`config.mk`:
```
export PLATFORM = sky130hd
export DESIGN_NAME = score_cal_point_serializer_flat
export DESIGN_NICKNAME = d
export VERILOG_FILES = /design/src/rtl/score_cal_point_serializer_pkg.sv /design/src/rtl/score_cal_point_serializer_if.sv /design/src/rtl/score_cal_point_lane_mux.sv /design/src/rtl/score_cal_point_serializer.sv /design/src/flat_wrapper.sv
export SDC_FILE = /design/constraint.sdc
export NUM_CORES = 1
export LEC_CHECK = 0
export BUFFER_PORTS_ARGS = -buffer_cell sky130_fd_sc_hd__buf_2
export CAP_MARGIN = 20
export CELL_PAD_IN_SITES_DETAIL_PLACEMENT = 0
export CELL_PAD_IN_SITES_GLOBAL_PLACEMENT = 1
export CORE_MARGIN = 3
export CORE_UTILIZATION = 43
export CTS_BUF_LIST = sky130_fd_sc_hd__clkbuf_4 sky130_fd_sc_hd__clkbuf_8 sky130_fd_sc_hd__clkbuf_16
export CTS_CLUSTER_SIZE = 10
export DETAILED_ROUTE_END_ITERATION = 8
export GPL_TIMING_DRIVEN = 0
export MAX_ROUTING_LAYER = met4
export PLACE_DENSITY_LB_ADDON = 0.1
export SLEW_MARGIN = 20
export SYNTH_ARGS = -nofsm -noshare
export SYNTH_HDL_FRONTEND = slang
export SYNTH_SLANG_ARGS = --single-unit
```
`constraint.sdc`:
```
create_clock -name clk -period 6.43 [get_ports clk]
set_input_delay 0.9645 -clock clk [delete_from_list [all_inputs] [get_ports clk]]
set_output_delay 0.9645 -clock clk [all_outputs]
set_load 0.01 [all_outputs]
```
`src/rtl/score_cal_point_serializer_pkg.sv`:
```
// Shared definitions for the calibration-point serializer: default geometry,
// FSM state encoding and a packed-window element selector.
package score_cal_point_serializer_pkg;

  localparam int unsigned CalWidth = 8;
  localparam int unsigned CalDepth = 5;
  localparam int unsigned CalIdxW  = 3;
  localparam int unsigned CalWinW  = CalWidth * CalDepth;

  typedef enum logic {
    StIdle = 1'b0,
    StSend = 1'b1
  } ser_state_e;

  // Element k of a default-geometry packed window, element k at [k*CalWidth +: CalWidth].
  function automatic logic [CalWidth-1:0] cal_elem(input logic [CalWinW-1:0] win,
                                                   input int unsigned k);
    return win[k*CalWidth +: CalWidth];
  endfunction

endpackage

```
`src/rtl/score_cal_point_serializer_if.sv`:
```
// Window load / beat stream bundle between a producer (master) and the serializer (slave).
interface score_cal_point_serializer_if
  import score_cal_point_serializer_pkg::*;
#(
  parameter int unsigned WIDTH = CalWidth,
  parameter int unsigned DEPTH = CalDepth
);

  logic                   load;
  logic [WIDTH*DEPTH-1:0] data_in_a_all;
  logic [WIDTH*DEPTH-1:0] data_in_b_all;
  logic                   out_ready;
  logic                   cal_point_rdy;
  logic [WIDTH-1:0]       data_out_a_tem;
  logic [WIDTH-1:0]       data_out_b_tem;
  logic                   busy;
  logic                   done;

  modport master (
    output load, data_in_a_all, data_in_b_all, out_ready,
    input  cal_point_rdy, data_out_a_tem, data_out_b_tem, busy, done
  );

  modport slave (
    input  load, data_in_a_all, data_in_b_all, out_ready,
    output cal_point_rdy, data_out_a_tem, data_out_b_tem, busy, done
  );

endinterface

```
`src/rtl/score_cal_point_lane_mux.sv`:
```
// Registered DEPTH:1 selector for one sample lane. The output register loads the
// selected element on en_i and is forced to zero on clr_i or rst.
module score_cal_point_lane_mux
  import score_cal_point_serializer_pkg::*;
#(
  parameter int unsigned WIDTH = CalWidth,
  parameter int unsigned DEPTH = CalDepth,
  parameter int unsigned IDX_W = CalIdxW
) (
  input  logic                   clk,
  input  logic                   rst,
  input  logic                   en_i,
  input  logic                   clr_i,
  input  logic [WIDTH*DEPTH-1:0] window_i,
  input  logic [IDX_W-1:0]       sel_i,
  output logic [WIDTH-1:0]       q_o
);

  logic [WIDTH-1:0] elems [DEPTH];
  logic [WIDTH-1:0] pick;

  for (genvar k = 0; k < DEPTH; k++) begin : g_unpack
    assign elems[k] = window_i[k*WIDTH +: WIDTH];
  end

  // Out-of-range selects read as zero rather than undefined.
  always_comb begin
    pick = '0;
    if (32'(sel_i) < DEPTH) begin
      pick = elems[sel_i];
    end
  end

  // Output register: clear has priority over load.
  always_ff @(posedge clk) begin
    if (rst || clr_i) begin
      q_o <= '0;
    end else if (en_i) begin
      q_o <= pick;
    end
  end

endmodule

```
`src/rtl/score_cal_point_serializer.sv`:
```
// Captures a packed window of DEPTH A/B point pairs and streams them out highest
// index first, one pair per accepted beat, so a newest-into-index-0 shift buffer
// downstream rebuilds the same packed vector.
module score_cal_point_serializer
  import score_cal_point_serializer_pkg::*;
#(
  parameter int unsigned WIDTH = CalWidth,
  parameter int unsigned DEPTH = CalDepth,
  parameter int unsigned IDX_W = CalIdxW
) (
  input logic                          clk,
  input logic                          rst,
  score_cal_point_serializer_if.slave  bus
);

  localparam logic [IDX_W-1:0] LastIdx = IDX_W'(DEPTH - 1);

  ser_state_e             state_q;
  logic [IDX_W-1:0]       index_q;
  logic [WIDTH*DEPTH-1:0] cap_a_q;
  logic [WIDTH*DEPTH-1:0] cap_b_q;
  logic                   rdy_q;
  logic                   done_q;

  logic                   mux_en;
  logic                   mux_clr;
  logic [IDX_W-1:0]       mux_sel;
  logic [WIDTH*DEPTH-1:0] win_a;
  logic [WIDTH*DEPTH-1:0] win_b;
  logic [WIDTH-1:0]       out_a;
  logic [WIDTH-1:0]       out_b;

  // Sequencer: window capture, index countdown, valid and done flags.
  always_ff @(posedge clk) begin
    if (rst) begin
      state_q <= StIdle;
      index_q <= '0;
      cap_a_q <= '0;
      cap_b_q <= '0;
      rdy_q   <= 1'b0;
      done_q  <= 1'b0;
    end else begin
      done_q <= 1'b0;
      unique case (state_q)
        StIdle: begin
          if (bus.load) begin
            cap_a_q <= bus.data_in_a_all;
            cap_b_q <= bus.data_in_b_all;
            index_q <= LastIdx;
            rdy_q   <= 1'b1;
            state_q <= StSend;
          end
        end
        StSend: begin
          if (bus.out_ready) begin
            if (index_q != '0) begin
              index_q <= index_q - 1'b1;
            end else begin
              done_q <= 1'b1;
              // A load coinciding with the final transfer chains the next window.
              if (bus.load) begin
                cap_a_q <= bus.data_in_a_all;
                cap_b_q <= bus.data_in_b_all;
                index_q <= LastIdx;
              end else begin
                rdy_q   <= 1'b0;
                state_q <= StIdle;
              end
            end
          end
        end
      endcase
    end
  end

  // Lane-mux control: select the element that becomes visible after this edge,
  // taking it straight from the inputs when a capture happens on the same edge.
  always_comb begin
    mux_en  = 1'b0;
    mux_clr = 1'b0;
    mux_sel = index_q;
    win_a   = cap_a_q;
    win_b   = cap_b_q;
    unique case (state_q)
      StIdle: begin
        if (bus.load) begin
          mux_en  = 1'b1;
          mux_sel = LastIdx;
          win_a   = bus.data_in_a_all;
          win_b   = bus.data_in_b_all;
        end
      end
      StSend: begin
        if (bus.out_ready) begin
          if (index_q != '0) begin
            mux_en  = 1'b1;
            mux_sel = index_q - 1'b1;
          end else if (bus.load) begin
            mux_en  = 1'b1;
            mux_sel = LastIdx;
            win_a   = bus.data_in_a_all;
            win_b   = bus.data_in_b_all;
          end else begin
            mux_clr = 1'b1;
          end
        end
      end
    endcase
  end

  score_cal_point_lane_mux #(
    .WIDTH (WIDTH),
    .DEPTH (DEPTH),
    .IDX_W (IDX_W)
  ) u_lane_a (
    .clk      (clk),
    .rst      (rst),
    .en_i     (mux_en),
    .clr_i    (mux_clr),
    .window_i (win_a),
    .sel_i    (mux_sel),
    .q_o      (out_a)
  );

  score_cal_point_lane_mux #(
    .WIDTH (WIDTH),
    .DEPTH (DEPTH),
    .IDX_W (IDX_W)
  ) u_lane_b (
    .clk      (clk),
    .rst      (rst),
    .en_i     (mux_en),
    .clr_i    (mux_clr),
    .window_i (win_b),
    .sel_i    (mux_sel),
    .q_o      (out_b)
  );

  assign bus.cal_point_rdy  = rdy_q;
  assign bus.busy           = (state_q == StSend);
  assign bus.done           = done_q;
  assign bus.data_out_a_tem = out_a;
  assign bus.data_out_b_tem = out_b;

endmodule

```
`src/flat_wrapper.sv`:
```
// flat-port wrapper written by rule: the top's interface ports become plain ports
module score_cal_point_serializer_flat import score_cal_point_serializer_pkg::*;
#(
  parameter int unsigned WIDTH = CalWidth,
  parameter int unsigned DEPTH = CalDepth,
  parameter int unsigned IDX_W = CalIdxW
)
  (clk, rst, bus_load, bus_data_in_a_all, bus_data_in_b_all, bus_out_ready, bus_cal_point_rdy, bus_data_out_a_tem, bus_data_out_b_tem, bus_busy, bus_done);
  score_cal_point_serializer_if #(.WIDTH(WIDTH), .DEPTH(DEPTH)) bus_i ();
  input logic clk;
  input logic rst;
  input wire logic [$bits(bus_i.load)-1:0] bus_load;
  input wire logic [$bits(bus_i.data_in_a_all)-1:0] bus_data_in_a_all;
  input wire logic [$bits(bus_i.data_in_b_all)-1:0] bus_data_in_b_all;
  input wire logic [$bits(bus_i.out_ready)-1:0] bus_out_ready;
  output wire logic [$bits(bus_i.cal_point_rdy)-1:0] bus_cal_point_rdy;
  output wire logic [$bits(bus_i.data_out_a_tem)-1:0] bus_data_out_a_tem;
  output wire logic [$bits(bus_i.data_out_b_tem)-1:0] bus_data_out_b_tem;
  output wire logic [$bits(bus_i.busy)-1:0] bus_busy;
  output wire logic [$bits(bus_i.done)-1:0] bus_done;
  assign bus_i.load = bus_load;
  assign bus_i.data_in_a_all = bus_data_in_a_all;
  assign bus_i.data_in_b_all = bus_data_in_b_all;
  assign bus_i.out_ready = bus_out_ready;
  assign bus_cal_point_rdy = bus_i.cal_point_rdy;
  assign bus_data_out_a_tem = bus_i.data_out_a_tem;
  assign bus_data_out_b_tem = bus_i.data_out_b_tem;
  assign bus_busy = bus_i.busy;
  assign bus_done = bus_i.done;
  score_cal_point_serializer #(.WIDTH(WIDTH), .DEPTH(DEPTH), .IDX_W(IDX_W)) u_core (.clk(clk), .rst(rst), .bus(bus_i));
endmodule
```
==> flow_summary.toml, run 1 <==
[power_and_ir_drop]
cell_internal_pwr_uw = 938.7
power.leakage_nw = 2.385
total_power_mw = 1.299
switching_power_uw = 360.4
ir_drop_mv = 0.1294
sequentialPowerShare_pct = 53.3
power.density_mw_per_mm2 = 257.3
p_sw_share_pct = 27.74
p_clk_share_pct = 27.7
comb_power_share_pct = 19.1

[critical_path]
critical_path.slowest_cell = "clkbuf_1"
ff2ff_path_depth = 10
cp.required_ns = 6.71
arrival_ns = 2.88
critPathTopFamily = "compound AO/OA/AOI/OAI gates"
r2r_end = "u_core.u_lane_b.q_o[7]"
critPathMaxFanout = 10
startpoint_type = "flip-flop"
path_class = "reg2reg"
rrSetupSlack_ns = 3.84
worst-path-buf-inv = 3
worst_path_largest_cell_delay_ns = 0.43
endpoint_kind = "flip-flop"
path_cells = "inv_1 > ha_1 > o21ai_0 > a2bb2oi_1 > o22ai_1 > nor2b_1 > clkbuf_1 > clkbuf_1 > a2bb2oi_1 > a31oi_1"
reg2reg_from = "u_core.index_q[0]"

[clock_tree]
cts_tree = "done"
clkLatencyLatePin_ns = 0.35
cts_root_buf = "clkbuf_8"
clock-sinks = 102
cts_resized = 0
numCtsBuffers = 9
cts.clk_slew.worst_paths_ns = 0.09
cts_hold_buf = 0
post_cts_buffers = 0
cts.path.max_buffers = 2
cts.htree.levels = 3

[timing]
maxSlewViolCount = 0
final.period_utilization_pct = 40.33
fin_setup_tns_ns = 0
period_needed_ns = 2.593
slew_headroom_pct = 58.21
setup_viol = 0
hold_viol_final = 0
rsz0062_at_grt = "false"
fmax_ghz = 0.3856
worstMarginPinSlew_ns = 0.6268
skew_ns = 0.01200

[global_routing]
grt_use_total_pct = 19.79
antenna_found_initial = 0
met1_usage_pct = 26.35
use_met2_pct = 31.58
gr-total-overflow = 0
busiest_layer = "met2"
grt_pass1_vias = 3428
grt_max_degree = 16
grt_use_met3_pct = 2.718
grt_pass1_wl_um = 16930

[final_layout]
fill_cells = 917
syn_to_final_growth_pct = 19.84
drive_gt1_share_pct = 23.23
layout.cells.most_common = "buf_2"
fin_nets = 646
mostFrequentLayoutCells = "115 x buf_2, 102 x dfxtp_1, 96 x mux2i_1, 84 x nor2_1, 34 x nand2_1"
fin_util_pct = 53.87
antennaDiodeCount = 0
stdcell_area_mm2 = 0.005049

[die]
core_area_mm2 = 0.009371
fp.dieW_um = 105.0
num_rows = 35
chipHeight_um = 105.0
dieArea_mm2 = 0.01102
io_pins = 103
start_util_pct = 44.95

[detailed_routing]
drt_iter0_drc = 114
drt_wl_total_um = 10500
dr.pass1.iters = 4
wl_per_cell_um = 15.14
vias = 3382
vias_per_cell = 4.880
ant_nets = 0
drc = 0

[run_status]
outcome = "finished, final reports clean"

[hold_path]
hp-start = "u_core.cap_a_q[26]"
whs_endpoint = "u_core.cap_a_q[26]"
whs_path_depth = 2
hp-class = "reg2reg"

[run]
max_cap_violations = 0

[logic_synthesis]
syn_area_mm2 = 0.004213
ys_warn_count = 0
synth_area_per_cell_um2 = 9.404
seq_area_frac_synth_pct = 48.47
synthesis.nets = 534
synth_seq_cells = 102
netlist_instances = 448
synth_cell_types = 25

[placed_design]
dp_hpwl_um = 8120
placed_cell_area_mm2 = 0.004880
place_congestion = 0.8706
port_buffers = 101
-- synth_stat cells, drive strengths merged --
master | count | area share (%)
buf | 15 | 1.9
o22ai | 2 | 0.30
clkbuf | 20 | 1.8
nand2b | 4 | 0.59
a22oi | 1 | 0.18
and2b | 1 | 0.18
nor2b | 3 | 0.45
a22o | 2 | 0.42
a21boi | 1 | 0.18
a31oi | 16 | 2.4
ha | 2 | 0.59
a21oi | 4 | 0.48
or3 | 1 | 0.15
nand3b | 1 | 0.18
inv | 4 | 0.36
nand2 | 34 | 3.0
nand3 | 16 | 1.9
nor2 | 84 | 7.5
nor3 | 3 | 0.36
mux2i | 96 | 23
dfxtp | 102 | 48
a2bb2oi | 17 | 3.5
and2 | 1 | 0.15
o21ai | 18 | 2.1
-- worst max-delay path by stage --
stage | slack (ns) | cells after the start | start | to
finish | 3.84 | 10 | u_core.index_q[0] | u_core.u_lane_b.q_o[7]
global placement | 3.57 | 9 | bus_out_ready | u_core.u_lane_a.q_o[5]
global route | 3.64 | 10 | u_core.index_q[0] | u_core.u_lane_a.q_o[0]
CTS | 3.85 | 10 | u_core.index_q[0] | u_core.u_lane_b.q_o[7]
floorplan | 4.13 | 8 | bus_out_ready | u_core.u_lane_a.q_o[0]
detailed placement | 3.55 | 9 | bus_out_ready | u_core.u_lane_a.q_o[5]
-- routing by layer --
layer / vias up / share of wire (%)
met1: 1535 / 50
met2: 74 / 45
met4: 0 / 1.4
met3: 12 / 3.6
met5: - / 0
li1: 1761 / -
-- worst register-to-register path: stages, from the launching register on --
cell and delay [ns]:
dfxtp_1 0.39, inv_1 0.08, ha_1 0.25, o21ai_0 0.19, a2bb2oi_1 0.09, o22ai_1 0.27, nor2b_1 0.17, clkbuf_1 0.31
clkbuf_1 0.43, a2bb2oi_1 0.16, a31oi_1 0.19
-- power by group through the flow --
stage          Combinational [mW]  Sequential [mW]  Clock [mW]
6_report                    0.248            0.692       0.359
5_1_grt                     0.277            0.697       0.394
4_1_cts                     0.250            0.693       0.372
3_5_place_dp                0.249            0.707           0
3_3_place_gp                0.245            0.706           0
2_1_floorplan               0.162            0.709           0
-- metrics by stage --
stage / instances / hold slack (ns) / setup slack, ns
after floorplan: 448 / 0.4547 / 4.130
after global placement: 678 / 0.4657 / 3.565
after detailed placement: 678 / 0.4761 / 3.545
after CTS: 693 / 0.4983 / 3.850
after global routing: 693 / 0.5210 / 3.639
final: 693 / 0.4947 / 3.837
-- logic make-up after synthesis --
family	after synthesis	synth area share (%)
adders and majority gates	2	0.5939
buffers and inverters	39	4.069
AOI/OAI and AO/OA	61	9.593
and+or+nand+nor	148	14.46
DFF	102	48.47
muxes	96	22.81
-- area by class of cell --
class | count | area, um^2 | area share (%)
Tap cell | 129 | 161.4 | 3.197
Multi-Input combinational cell | 307 | 1999 | 39.60
Clock inverter | 3 | 22.52 | 0.4461
Buffer | 35 | 156.4 | 3.098
Sequential cell | 102 | 2042 | 40.45
Inverter | 4 | 15.01 | 0.2974
Timing Repair Buffer | 101 | 505.5 | 10.01
Clock buffer | 12 | 146.4 | 2.900
-- registers in the layout, indices dropped and copies added, names as in the netlist --
signal,flops
u_core.cap_a_q,40
u_core.cap_b_q,40
u_core.u_lane_a.q_o,8
u_core.u_lane_b.q_o,8
u_core.index_q,3
u_core.bus.busy,1
u_core.bus.cal_point_rdy,1
u_core.bus.done,1
Power figures use the tool's default switching activity.
==> run 2, diff against run 1 <==
--- a/config.mk
+++ b/config.mk
@@ -10,7 +10,7 @@
 export CELL_PAD_IN_SITES_DETAIL_PLACEMENT = 0
 export CELL_PAD_IN_SITES_GLOBAL_PLACEMENT = 1
 export CORE_MARGIN = 3
-export CORE_UTILIZATION = 43
+export CORE_UTILIZATION = 40
 export CTS_BUF_LIST = sky130_fd_sc_hd__clkbuf_4 sky130_fd_sc_hd__clkbuf_8 sky130_fd_sc_hd__clkbuf_16
 export CTS_CLUSTER_SIZE = 10
 export DETAILED_ROUTE_END_ITERATION = 8
==> constraint.sdc (replaced) <==
create_clock -name clk -period 2.51 [get_ports clk]
set_input_delay 0.3765 -clock clk [delete_from_list [all_inputs] [get_ports clk]]
set_output_delay 0.3765 -clock clk [all_outputs]
set_load 0.01 [all_outputs]
==> run 2 against run 1 <==
Net effect:
- clock power rose to 2.9 times the previous value
- highest routed layer unchanged
- hold slack lost 0.23 ns
- combinational power rose to 2.6 times the previous value
- die area rose by 7.1%
- global-route usage is 0.38 points lower
- largest power group unchanged
- cell count is 0.58% higher
- via count is 1.2% higher
- critical path depth unchanged
- clock skew fell by 0.00087 ns
- critical path type unchanged
- power increased to 2.7 times the previous value
==> flow_summary.toml, run 2 (synthesis results as in run 1) <==
[die]
chipHeight_um = 108.6
start_util_pct = 42.13
core_area_mm2 = 0.01000
dieArea_mm2 = 0.01180
num_rows = 36
fp.dieW_um = 108.6
io_pins = 103

[clock_tree]
cts_root_buf = "clkbuf_8"
cts_hold_buf = 0
numCtsBuffers = 9
cts.clk_slew.worst_paths_ns = 0.10
post_cts_buffers = 0
cts_tree = "done"
clkLatencyLatePin_ns = 0.36
clock-sinks = 102
cts.path.max_buffers = 2
cts.htree.levels = 3

[detailed_routing]
drt_wl_total_um = 10880
drt_iter0_drc = 98
wl_per_cell_um = 15.60
vias = 3421
vias_per_cell = 4.908
drc = 0
dr.pass1.iters = 4
ant_nets = 0

[final_layout]
mostFrequentLayoutCells = "112 x buf_2, 102 x dfxtp_1, 92 x mux2i_1, 84 x nor2_1, 34 x nand2_1"
antennaDiodeCount = 0
syn_to_final_growth_pct = 21.38
reg.largest.list = "u_core.cap_a_q: 40 flops, u_core.cap_b_q: 40 flops"
instances_no_fill = 697
drive_gt1_share_pct = 25.00
layout.cells.most_common = "buf_2"
fin_nets = 645

[timing]
fin_setup_tns_ns = 0
setup_viol = 0
fmax_ghz = 0.4291
slew_headroom_pct = 61.69
skew_ns = 0.01113
hold_viol_final = 0
final.period_utilization_pct = 92.84
worstMarginPinSlew_ns = 0.5747
rsz0062_at_grt = "true"
maxSlewViolCount = 0
period_needed_ns = 2.330

[hold_path]
hp-class = "in2reg"

[placed_design]
dp.cells = 682
port_buffers = 101
dp_hpwl_um = 8336
place_congestion = 0.8169

[critical_path]
arrival_ns = 2.62
path_cells = "inv_1 > ha_1 > nand2b_1 > a21oi_1 > a22o_1 > or3_1 > buf_2 > buf_6 > a2bb2oi_1 > a31oi_1"
endpoint_kind = "flip-flop"
path_class = "reg2reg"
cp.required_ns = 2.80
critPathMaxFanout = 10
worst_path_largest_cell_delay_ns = 0.40
critical_path.slowest_cell = "dfxtp_1"
startpoint_type = "flip-flop"

[global_routing]
grt_pass1_vias = 3372
grt_max_degree = 17
gr-total-overflow = 0
grt_use_total_pct = 19.40
antenna_found_initial = 0
grt_pass1_wl_um = 17170

[power_and_ir_drop]
power.density_mw_per_mm2 = 679.1
power.leakage_nw = 2.417
ir_drop_mv = 0.2888

[run]
max_cap_violations = 0

[run_status]
outcome = "finished, final reports clean"
## run 2: changes by cell type in the layout (fill, tap and decap cells not counted), sizes merged
cell / before / now
clkbuf: 32 / 30
clkinv: 0 / 3
clkinvlp: 3 / 1
bufinv: 0 / 1
## run 2: final cells by class
class / count / area (um^2)
Multi-Input combinational cell: 307 / 2016
Sequential cell: 102 / 2042
Inverter: 4 / 15.01
Clock inverter: 5 / 60.06
Clock buffer: 11 / 138.9
Tap cell: 133 / 166.4
Fill cell: 998 / 4886
Buffer: 34 / 170.2
Timing Repair Buffer: 101 / 505.5
## run 2: stage by stage
stage	area [um^2]	power, mW	setup WS (ns)	util (%)	hold slack (ns)
finish	5114	3.473	0.1798	51.14	0.2637
global placement	4885	2.441	-0.03777	48.85	0.4661
global route	5114	3.650	-0.07384	51.14	0.2710
floorplan	4213	2.231	0.4508	-	0.4547
detailed placement	4885	2.453	-0.06669	48.85	0.4761
CTS	5085	3.493	0.04181	50.85	0.2622
## run 2: repair_timing
action                                  4_1_cts  5_1_grt
endpoints found under the setup margin       10       16
gates cloned                                  0        0
gates resized for setup                       1       21
endpoints found under the hold margin         0        0
## run 2: metal layers
metal  vias up  global-route usage (%)  share of wire [%]
met5         -                       -                  0
met4         0                   4.869               0.34
met3         2                   2.546                4.7
met2        87                   29.96                 46
met1      1571                   27.07                 49
li1       1761                       -                  -
## run 2: power breakdown
group	leakage [nW]	total, mW	internal [mW]	switching [mW]
registers	0.840	1.78	1.73	0.0418
clock network	0.100	1.05	0.486	0.566
logic	1.48	0.645	0.289	0.356
## run 2: worst paths after layout
kind | start | to | slack (ns) | depth (start not counted)
hold reg to reg | u_core.cap_a_q[13] | u_core.cap_a_q[13] | 0.49 | 2
setup reg to reg | u_core.index_q[0] | u_core.u_lane_a.q_o[0] | 0.18 | 10
hold / removal | bus_data_in_b_all[1] | u_core.cap_b_q[1] | 0.26 | 3
setup / recovery | u_core.index_q[0] | u_core.u_lane_a.q_o[0] | 0.18 | 10
## run 2: critical path, delay by kind of cell, from the launching register on
family / cells / cell delay (ns)
buf+inv: 3 / 0.42
compound gates: 4 / 0.70
flops: 1 / 0.40
fa+ha+maj: 1 / 0.25
simple gates: 2 / 0.50
